===== src/rtl/pipe_pkg.sv =====
// Shared pipeline types: opcodes, hazard FSM states, forwarding selects and
// the register-write port descriptor used by the hazard comparators.
package pipe_pkg;

  typedef enum logic [6:0] {
    LUI    = 7'b0110111,
    AUIPC  = 7'b0010111,
    JAL    = 7'b1101111,
    JALR   = 7'b1100111,
    BRANCH = 7'b1100011,
    LOAD   = 7'b0000011,
    STORE  = 7'b0100011,
    OP_IMM = 7'b0010011,
    OP     = 7'b0110011,
    SYSTEM = 7'b1110011
  } opcode_t;

  typedef enum logic [1:0] {
    RUN      = 2'b00,
    LU_STALL = 2'b01,
    MEM_WAIT = 2'b10
  } hz_state_t;

  localparam logic [1:0] FWD_RF  = 2'b00;
  localparam logic [1:0] FWD_MEM = 2'b01;
  localparam logic [1:0] FWD_WB  = 2'b10;

  typedef struct packed {
    logic [4:0] rd;
    logic       we;
  } wr_port_t;

  // x0 is hard-wired zero, so a write to it never produces a hazard.
  function automatic logic rd_hit(logic [4:0] rs, logic used, wr_port_t w);
    return used & w.we & (w.rd != 5'd0) & (rs == w.rd);
  endfunction

endpackage


===== src/rtl/hazard_fwd_match.sv =====
// Single-source operand comparator: forwarding select plus load-use hit.
module hazard_fwd_match
  import pipe_pkg::*;
(
  input  logic [4:0] i_rs_addr,
  input  logic       i_rs_used,
  input  wr_port_t   i_mem,
  input  logic       i_mem_is_load,
  input  wr_port_t   i_wb,
  output logic [1:0] o_sel,
  output logic       o_lu_hit
);

  logic w_mem_hit;
  logic w_wb_hit;

  assign w_mem_hit = rd_hit(i_rs_addr, i_rs_used, i_mem);
  assign w_wb_hit  = rd_hit(i_rs_addr, i_rs_used, i_wb);

  // A load in MEM has no data yet; the load-use stall re-resolves it from WB.
  always_comb begin
    o_sel = FWD_RF;
    if (w_mem_hit)     o_sel = i_mem_is_load ? FWD_RF : FWD_MEM;
    else if (w_wb_hit) o_sel = FWD_WB;
  end

  assign o_lu_hit = w_mem_hit & i_mem_is_load;

endmodule


===== src/rtl/hazard_ctrl.sv =====
// Forwarding, load-use / memory-wait stall and branch-flush controller for
// the 5-stage pipeline, with a sticky data-memory timeout flag.
module hazard_ctrl
  import pipe_pkg::*;
#(
  parameter int NUM_RS       = 2,
  parameter int WAIT_TIMEOUT = 255
) (
  input  logic                  CLK,
  input  logic                  RST_N,
  input  logic [NUM_RS*5-1:0]   ex_rs_addr,
  input  logic [NUM_RS-1:0]     ex_rs_used,
  input  logic [4:0]            mem_rd_addr,
  input  logic                  mem_reg_write,
  input  logic                  mem_is_load,
  input  logic                  mem_req,
  input  logic                  dmem_ready,
  input  logic [4:0]            wb_rd_addr,
  input  logic                  wb_reg_write,
  input  logic                  br_taken,
  output logic [NUM_RS*2-1:0]   fwd_sel,
  output logic                  stall_if,
  output logic                  stall_dec,
  output logic                  stall_ex,
  output logic                  stall_mem,
  output logic                  bubble_mem,
  output logic                  bubble_wb,
  output logic                  flush_if,
  output logic                  flush_dec,
  output logic                  mem_timeout,
  output logic [1:0]            state_o
);

  localparam int CNT_W = $clog2(WAIT_TIMEOUT + 1);
  localparam logic [CNT_W-1:0] L_TO = CNT_W'(WAIT_TIMEOUT);

  hz_state_t               r_state;
  hz_state_t               w_nxt;
  logic [CNT_W-1:0]        r_wait_cnt;
  logic                    r_timeout;

  wr_port_t                w_mem;
  wr_port_t                w_wb;
  logic [NUM_RS-1:0][1:0]  w_sel;
  logic [NUM_RS-1:0]       w_lu_src;
  logic                    w_lu_hit;
  logic                    w_mwait;

  logic w_s_if, w_s_dec, w_s_ex, w_s_mem, w_b_mem, w_b_wb, w_any_stall;

  assign w_mem = '{rd: mem_rd_addr, we: mem_reg_write};
  assign w_wb  = '{rd: wb_rd_addr,  we: wb_reg_write};

  for (genvar i = 0; i < NUM_RS; i++) begin : g_src
    hazard_fwd_match u_match (
      .i_rs_addr     (ex_rs_addr[5*i +: 5]),
      .i_rs_used     (ex_rs_used[i]),
      .i_mem         (w_mem),
      .i_mem_is_load (mem_is_load),
      .i_wb          (w_wb),
      .o_sel         (w_sel[i]),
      .o_lu_hit      (w_lu_src[i])
    );
  end

  assign w_lu_hit = |w_lu_src;
  assign w_mwait  = mem_req & ~dmem_ready;

  always_comb begin
    w_nxt   = r_state;
    w_s_if  = 1'b0;
    w_s_dec = 1'b0;
    w_s_ex  = 1'b0;
    w_s_mem = 1'b0;
    w_b_mem = 1'b0;
    w_b_wb  = 1'b0;
    unique case (r_state)
      RUN, LU_STALL: begin
        if (w_mwait) begin
          {w_s_if, w_s_dec, w_s_ex, w_s_mem, w_b_wb} = '1;
          w_nxt = MEM_WAIT;
        end else if (w_lu_hit && r_state == RUN) begin
          {w_s_if, w_s_dec, w_s_ex, w_b_mem} = '1;
          w_nxt = LU_STALL;
        end else begin
          w_nxt = RUN;
        end
      end
      MEM_WAIT: begin
        if (w_mwait) begin
          {w_s_if, w_s_dec, w_s_ex, w_s_mem, w_b_wb} = '1;
          w_nxt = MEM_WAIT;
        end else if (w_lu_hit) begin
          // The completing access was a load that EX still depends on.
          {w_s_if, w_s_dec, w_s_ex, w_b_mem} = '1;
          w_nxt = LU_STALL;
        end else begin
          w_nxt = RUN;
        end
      end
      default: w_nxt = RUN;
    endcase
  end

  assign w_any_stall = w_s_if | w_s_dec | w_s_ex | w_s_mem;

  always_ff @(posedge CLK or negedge RST_N) begin
    if (!RST_N) begin
      r_state    <= RUN;
      r_wait_cnt <= '0;
      r_timeout  <= 1'b0;
    end else begin
      r_state <= w_nxt;
      if (r_state == MEM_WAIT && r_wait_cnt == L_TO) r_timeout <= 1'b1;
      if (w_nxt == MEM_WAIT) begin
        if (r_state != MEM_WAIT)   r_wait_cnt <= CNT_W'(1);
        else if (r_wait_cnt < L_TO) r_wait_cnt <= r_wait_cnt + CNT_W'(1);
      end else begin
        r_wait_cnt <= '0;
      end
    end
  end

  // Combinational outputs are forced quiet while reset is held.
  assign fwd_sel     = w_sel & {(NUM_RS*2){RST_N}};
  assign stall_if    = w_s_if  & RST_N;
  assign stall_dec   = w_s_dec & RST_N;
  assign stall_ex    = w_s_ex  & RST_N;
  assign stall_mem   = w_s_mem & RST_N;
  assign bubble_mem  = w_b_mem & RST_N;
  assign bubble_wb   = w_b_wb  & RST_N;
  // EX is held during any stall, so a taken branch waits for the free cycle.
  assign flush_if    = br_taken & ~w_any_stall & RST_N;
  assign flush_dec   = br_taken & ~w_any_stall & RST_N;
  assign mem_timeout = r_timeout;
  assign state_o     = r_state;

endmodule

===== config.mk =====
export PLATFORM = sky130hd
export DESIGN_NAME = hazard_ctrl
export DESIGN_NICKNAME = d
export VERILOG_FILES = /design/src/rtl/pipe_pkg.sv /design/src/rtl/hazard_fwd_match.sv /design/src/rtl/hazard_ctrl.sv
export SDC_FILE = /design/constraint.sdc
export NUM_CORES = 1
export LEC_CHECK = 0
export CAP_MARGIN = 25
export CORE_UTILIZATION = 47
export CTS_BUF_LIST = sky130_fd_sc_hd__clkbuf_4
export DETAILED_ROUTE_END_ITERATION = 16
export GPL_TIMING_DRIVEN = 0
export PLACE_DENSITY = 0.95
export SYNTH_ARGS = -nofsm -noshare
export SYNTH_HDL_FRONTEND = slang
export SYNTH_HIERARCHICAL = 1
export SYNTH_SLANG_ARGS = --single-unit

===== constraint.sdc =====
create_clock -name CLK -period 7.2 [get_ports CLK]
set_clock_uncertainty 0.15 [all_clocks]
set_input_delay 2.16 -clock CLK [delete_from_list [all_inputs] [get_ports CLK]]
set_output_delay 2.16 -clock CLK [all_outputs]
set_load 0.01 [all_outputs]

* Word level (Yosys, flattened, before mapping)
Cells that the tools add are included.
Operators by class: add/sub/neg operators 1, magnitude comparators 1, equal/unequal tests 10, multiplexer cells 23, bitwise gates (word level) 24, reductions and logical operators 8
Operators by type and width (number):
- two-way mux 8 bit | 3
- AND 1 bit | 20
- equality test 5 bit | 4
- two-way mux 2 bit | 6
- two-way mux 1 bit | 11
- nonzero test 5 bit | 2
- adder 8 x 1 -> 8 bit (second input constant) | 1
- equality test 8 bit (second input constant) | 1
- less-than comparator 8 bit (second input constant) | 1
- AND 4 bit | 1
- equality test 2 bit (second input constant) | 2
- case mux 1 bit (2 select lines) | 2
- case mux 2 bit (2 select lines) | 1
- OR reduction 2 bit | 2
- inequality test 3 x 1 -> 1 bit (second input constant) | 1
- OR reduction 3 bit | 1
- equality test 2 x 1 -> 1 bit (second input constant) | 1
- logical AND 1 bit | 2
- logical NOT 2 bit | 1
- inequality test 2 bit (second input constant) | 1
- NOT 1 bit | 2
- bitwise OR 1 bit | 1
Storage, ports and cells: flip-flop bits (word level) 11, bits of input ports 30

* Depth between registers and ports, before layout
depth in word-level cells 13, gate-level depth with buffers 8, depth with buffers taken out 7

* Cells and area by module
Netlist, hierarchy kept.
By module, submodules not included:
- hazard_ctrl | times used 1, cells an instance 70, area an instance 666.9 sq um, seq. area each 275.3 sq um
- hazard_fwd_match | times used 2, cells an instance 23, area an instance 180.2 sq um, seq. area each 0.0 sq um

* Least setup slack after synthesis
Ideal clock, no wire load.
kind in2out, from in mem_rd_addr[2], to out flush_if, data arrival time 3661 ps, data required time 4890 ps, slack 1229 ps, cell stages on the path 8, buffers on the path 1, cells stage by stage or4_4 > a21oi_4 > nor3_2 > and2_1 > nor2_1 > nand2_1 > a21oi_1 > buf_4
Between the ends: longest elaborated chain between the ends 13, elaborated cells on any way between the ends 20
RTL lines:
- from (decl) | RTL line hazard_ctrl.sv:13 | input logic [4:0] mem_rd_addr,
- nonzero test 5 bit | RTL line pipe_pkg.sv:35 | return used & w.we & (w.rd != 5'd0) & (rs == w.rd);
- AND 1 bit | RTL line pipe_pkg.sv:35
- AND 1 bit (*) | RTL line pipe_pkg.sv:35
- AND 1 bit (*) | RTL line hazard_fwd_match.sv:27 | assign o_lu_hit = w_mem_hit & i_mem_is_load;
- via w_lu_src[1] | RTL line hazard_ctrl.sv:45 | logic [NUM_RS-1:0] w_lu_src;
- OR reduction 2 bit (*) | RTL line hazard_ctrl.sv:66 | assign w_lu_hit = |w_lu_src;
- logical AND 1 bit | RTL line hazard_ctrl.sv:82 | end else if (w_lu_hit && r_state == RUN) begin
- two-way mux 1 bit | RTL line hazard_ctrl.sv:82
- two-way mux 1 bit | RTL line hazard_ctrl.sv:79 | if (w_mwait) begin
- case mux 1 bit (2 select lines) (*) | RTL line hazard_ctrl.sv:77 | unique case (r_state)
- bitwise OR 1 bit (*) | RTL line hazard_ctrl.sv:105 | assign w_any_stall = w_s_if | w_s_dec | w_s_ex | w_s_mem;
- NOT 1 bit (*)
- AND 1 bit (*) (2 in series)
- to (decl) | RTL line hazard_ctrl.sv:28 | output logic flush_if,
The timed path passes the listed nets; every way through them passes the cells marked *.

* Worst setup path after layout
from in mem_rd_addr[3], to out flush_if
Between the ends: longest elaborated chain between the ends 13, elaborated cells on any way between the ends 20
RTL lines:
- nonzero test 5 bit | RTL line pipe_pkg.sv:35
- AND 1 bit | RTL line pipe_pkg.sv:35
- AND 1 bit (*) | RTL line pipe_pkg.sv:35
- AND 1 bit (*) | RTL line hazard_fwd_match.sv:27
- via w_lu_src[1] | RTL line hazard_ctrl.sv:45
- OR reduction 2 bit (*) | RTL line hazard_ctrl.sv:66
- logical AND 1 bit | RTL line hazard_ctrl.sv:82
- two-way mux 1 bit | RTL line hazard_ctrl.sv:82
- two-way mux 1 bit | RTL line hazard_ctrl.sv:79
- case mux 1 bit (2 select lines) (*) | RTL line hazard_ctrl.sv:77
- bitwise OR 1 bit (*) | RTL line hazard_ctrl.sv:105
- NOT 1 bit (*) | RTL line hazard_ctrl.sv:133 | assign flush_if = br_taken & ~w_any_stall & RST_N;
- AND 1 bit (*) (2 in series) | RTL line hazard_ctrl.sv:133
Marks and branches as above.

==> flow_summary.json <==
{
  "start_util": 0.5131,
  "yosysSeqAreaShare": 0.2680,
  "place.gp.congestion": 0.9152,
  "synth_area_sq_um": 1027,
  "status": "finished, final reports clean",
  "slew_headroom": 0.5422,
  "power.share.clock": 0.290,
  "seq_power_share": 0.396,
  "syn_inst": 116,
  "drive_gt1_frac": 0.1341,
  "firstDrtPassIters": 4,
  "reg2reg_from": "r_wait_cnt[0]$_DFFE_PN0P_",
  "drt-wirelength-per-cell_um": 15.17,
  "setup.worst_path.start_class": "input pin",
  "crit_arrival_ns": 4.67,
  "ys_ff_latch": 11,
  "hp-class": "reg -> reg",
  "fin_util": 0.7650,
  "antennaDiodeCount": 0,
  "cp_max_fo": 4,
  "final_cells": 191,
  "end_kind": "primary output",
  "cts-buffers-inserted": 3,
  "ant_nets": 0,
  "clk_pin_slew_ns": 0.07,
  "grt_antenna_before_repair": 0,
  "syn_area_per_cell_sq_um": 8.855,
  "clk_latency_ns": 0.28,
  "htree_num_levels": 1,
  "cts-resized-gates": 0,
  "cts_tree": "done",
  "dp_cells": 187,
  "grt_pass1_vias": 1079,
  "row_count": 16,
  "max_freq_mhz": 143.2,
  "fin_setup_tns_ns": 0,
  "die_h_um": 48.75,
  "postCtsHoldBufs": 0,
  "grt_use_total": 0.2601,
  "worstRegToRegCells": 5,
  "initialDrtViolationCount": 40,
  "critPathKind": "in -> out",
  "p_sw_frac": 0.2757,
  "nets": 196,
  "min_period_ns": 6.984,
  "p_int_uw": 117.7,
  "grt_pass1_wl_um": 4781,
  "avgViaCountPerCell": 5.759,
  "final_cell_mix": "44 x clkdlybuf4s50_1, 16 x xnor2_1, 11 x dfrtp_1, 10 x and2_1",
  "dieArea_sq_um": 2377,
  "r2r_setup_slack_ns": 5.44,
  "die_w_um": 48.75,
  "grt_max_degree": 20,
  "leakage_nw": 0.5662,
  "io_pins": 45,
  "crit_required_ns": 4.89,
  "slew_viol_final": 0,
  "cts_root_buf": "clkbuf_4",
  "num_vias": 1100,
  "core_area_sq_um": 2002,
  "yosysWarnings": 6,
  "cts_sinks": 11,
  "cts.path.max_buffers": 2,
  "overflow": 0,
  "rsz0062_at_grt": "no",
  "ir_drop_mv": 0.1432,
  "hold_end": "mem_timeout$_DFFE_PN0P_",
  "r2r-end": "r_wait_cnt[7]$_DFFE_PN0P_",
  "setup_viol": 0,
  "synth.distinct_cells": 36,
  "min_from": "mem_timeout$_DFFE_PN0P_",
  "holdPathStages": 1,
  "wirelength_um": 2898,
  "io_buffers": 44,
  "p_sw_uw": 44.82,
  "post_cts_buffers": 0,
  "power.density_nw_per_um2": 106.1,
  "finalHoldViolations": 0,
  "p_comb_frac": 0.315,
  "yosysTopAreaCell": "dfrtp_1",
  "tightest_slew_ns": 0.6846,
  "cap_violations": 0,
  "finalCritPeriodShare": 0.9700,
  "hpwl_um": 2357,
  "syn_nets": 147,
  "remaining_drc_errors": 0,
  "layout_commonest_cell": "clkdlybuf4s50_1",
  "synth_top_area_frac": 0.2680,
  "synthTopCellsByArea": "dfrtp_1 27%, xnor2_1 14%, and2_1 6.1%",
  "areaGrowthSynthToFinish_pct": 49.09
}
## sequential cells by signal, indices dropped and copies added, names as in the netlist
| name | flops |
|---|---|
| r_wait_cnt | 8 |
| mem_timeout | 1 |
| state_o | 2 |
## routing by layer
| layer | track usage | wire length (um) | vias to the layer above |
|---|---|---|---|
| met5 | 0 | 0 | - |
| met4 | 0.06863 | 54 | 0 |
| met3 | 0.07547 | 148 | 8 |
| met2 | 0.4352 | 1435 | 42 |
| met1 | 0.3249 | 1259 | 515 |
| li1 | - | - | 535 |
## cell type report
type                            instances  area [sq um]
Buffer                                  7         52.55
Clock buffer                            4         30.03
Fill cell                             138         470.5
Inverter                                3         11.26
Multi-Input combinational cell         95         688.2
Sequential cell                        11         275.3
Tap cell                               27         33.78
Timing Repair Buffer                   44         440.4
## how the worst max path moves through the flow
stage,from,to,slack [ns],cells past startpoint
after global routing,mem_rd_addr[3],flush_if,0.07,10
after global placement,mem_rd_addr[2],flush_if,0.26,10
after floorplan,mem_rd_addr[2],flush_if,1.23,8
after detailed placement,mem_rd_addr[2],flush_if,0.22,10
after CTS,mem_rd_addr[2],flush_if,0.21,10
final,mem_rd_addr[3],flush_if,0.22,10
## through the flow
stage                     setup WS [ns]  area, sq um  hold slack [ns]  power, mW
final                            0.2157         1531           0.3323     0.1626
after global routing            0.07307         1531           0.3683     0.1709
after CTS                        0.2143         1531           0.3410     0.1628
after detailed placement         0.2177         1501           0.3149     0.1162
after global placement           0.2574         1501           0.3170     0.1145
after floorplan                   1.229         1027           0.3459    0.08612
## cells by family (layout without fill, tap and decap cells)
logic type,Yosys count,count (layout),synth area share
buffers and inverters,10,58,0.06212
XOR/XNOR,16,16,0.1364
flip-flops,11,11,0.2680
adder cells (fa/ha/maj),1,1,0.01218
AND/OR/NAND/NOR,55,55,0.3459
AO/OA/AOI/OAI,23,23,0.1754
## Yosys cell counts
cell       number
o21bai_1        1
or3_1           1
o2111ai_1       2
nand3_1         6
ha_1            1
nand4_1         4
xnor2_1        16
nor2_1          5
o21ai_0         4
and3_1          2
a21oi_4         2
a31oi_1         3
dfrtp_1        11
nor3_1          4
nor4b_1         2
or2b_1          1
nand2b_1        1
and4_4          1
o2111a_1        1
a41oi_1         1
inv_1           3
nor3b_1         1
and2_1         10
nand2_1         4
buf_6           1
clkbuf_1        1
or4_4           2
a2111oi_2       1
nor3_2          4
nor4_1          5
a211oi_1        1
a41o_2          1
nand4bb_1       1
and4_2          1
buf_4           5
a21oi_1         6
## critical path, stage by stage
cell and delay, ns:
clkdlybuf4s50_1 0.51, or4_4 0.57, a21oi_4 0.15, nor3_2 0.07
and2_1 0.15, nor2_1 0.14, nand2_1 0.08, a21oi_1 0.18
buf_4 0.13, clkdlybuf4s50_1 0.52
## power groups by stage
stage	sequential, mW	combinational, mW	clock (mW)
detailed placement	0.0654	0.0508	0
floorplan	0.0652	0.0210	0
global placement	0.0653	0.0492	0
finish	0.0643	0.0511	0.0471
global route	0.0644	0.0546	0.0518
CTS	0.0642	0.0510	0.0476
(Power assumes the default switching activity.)
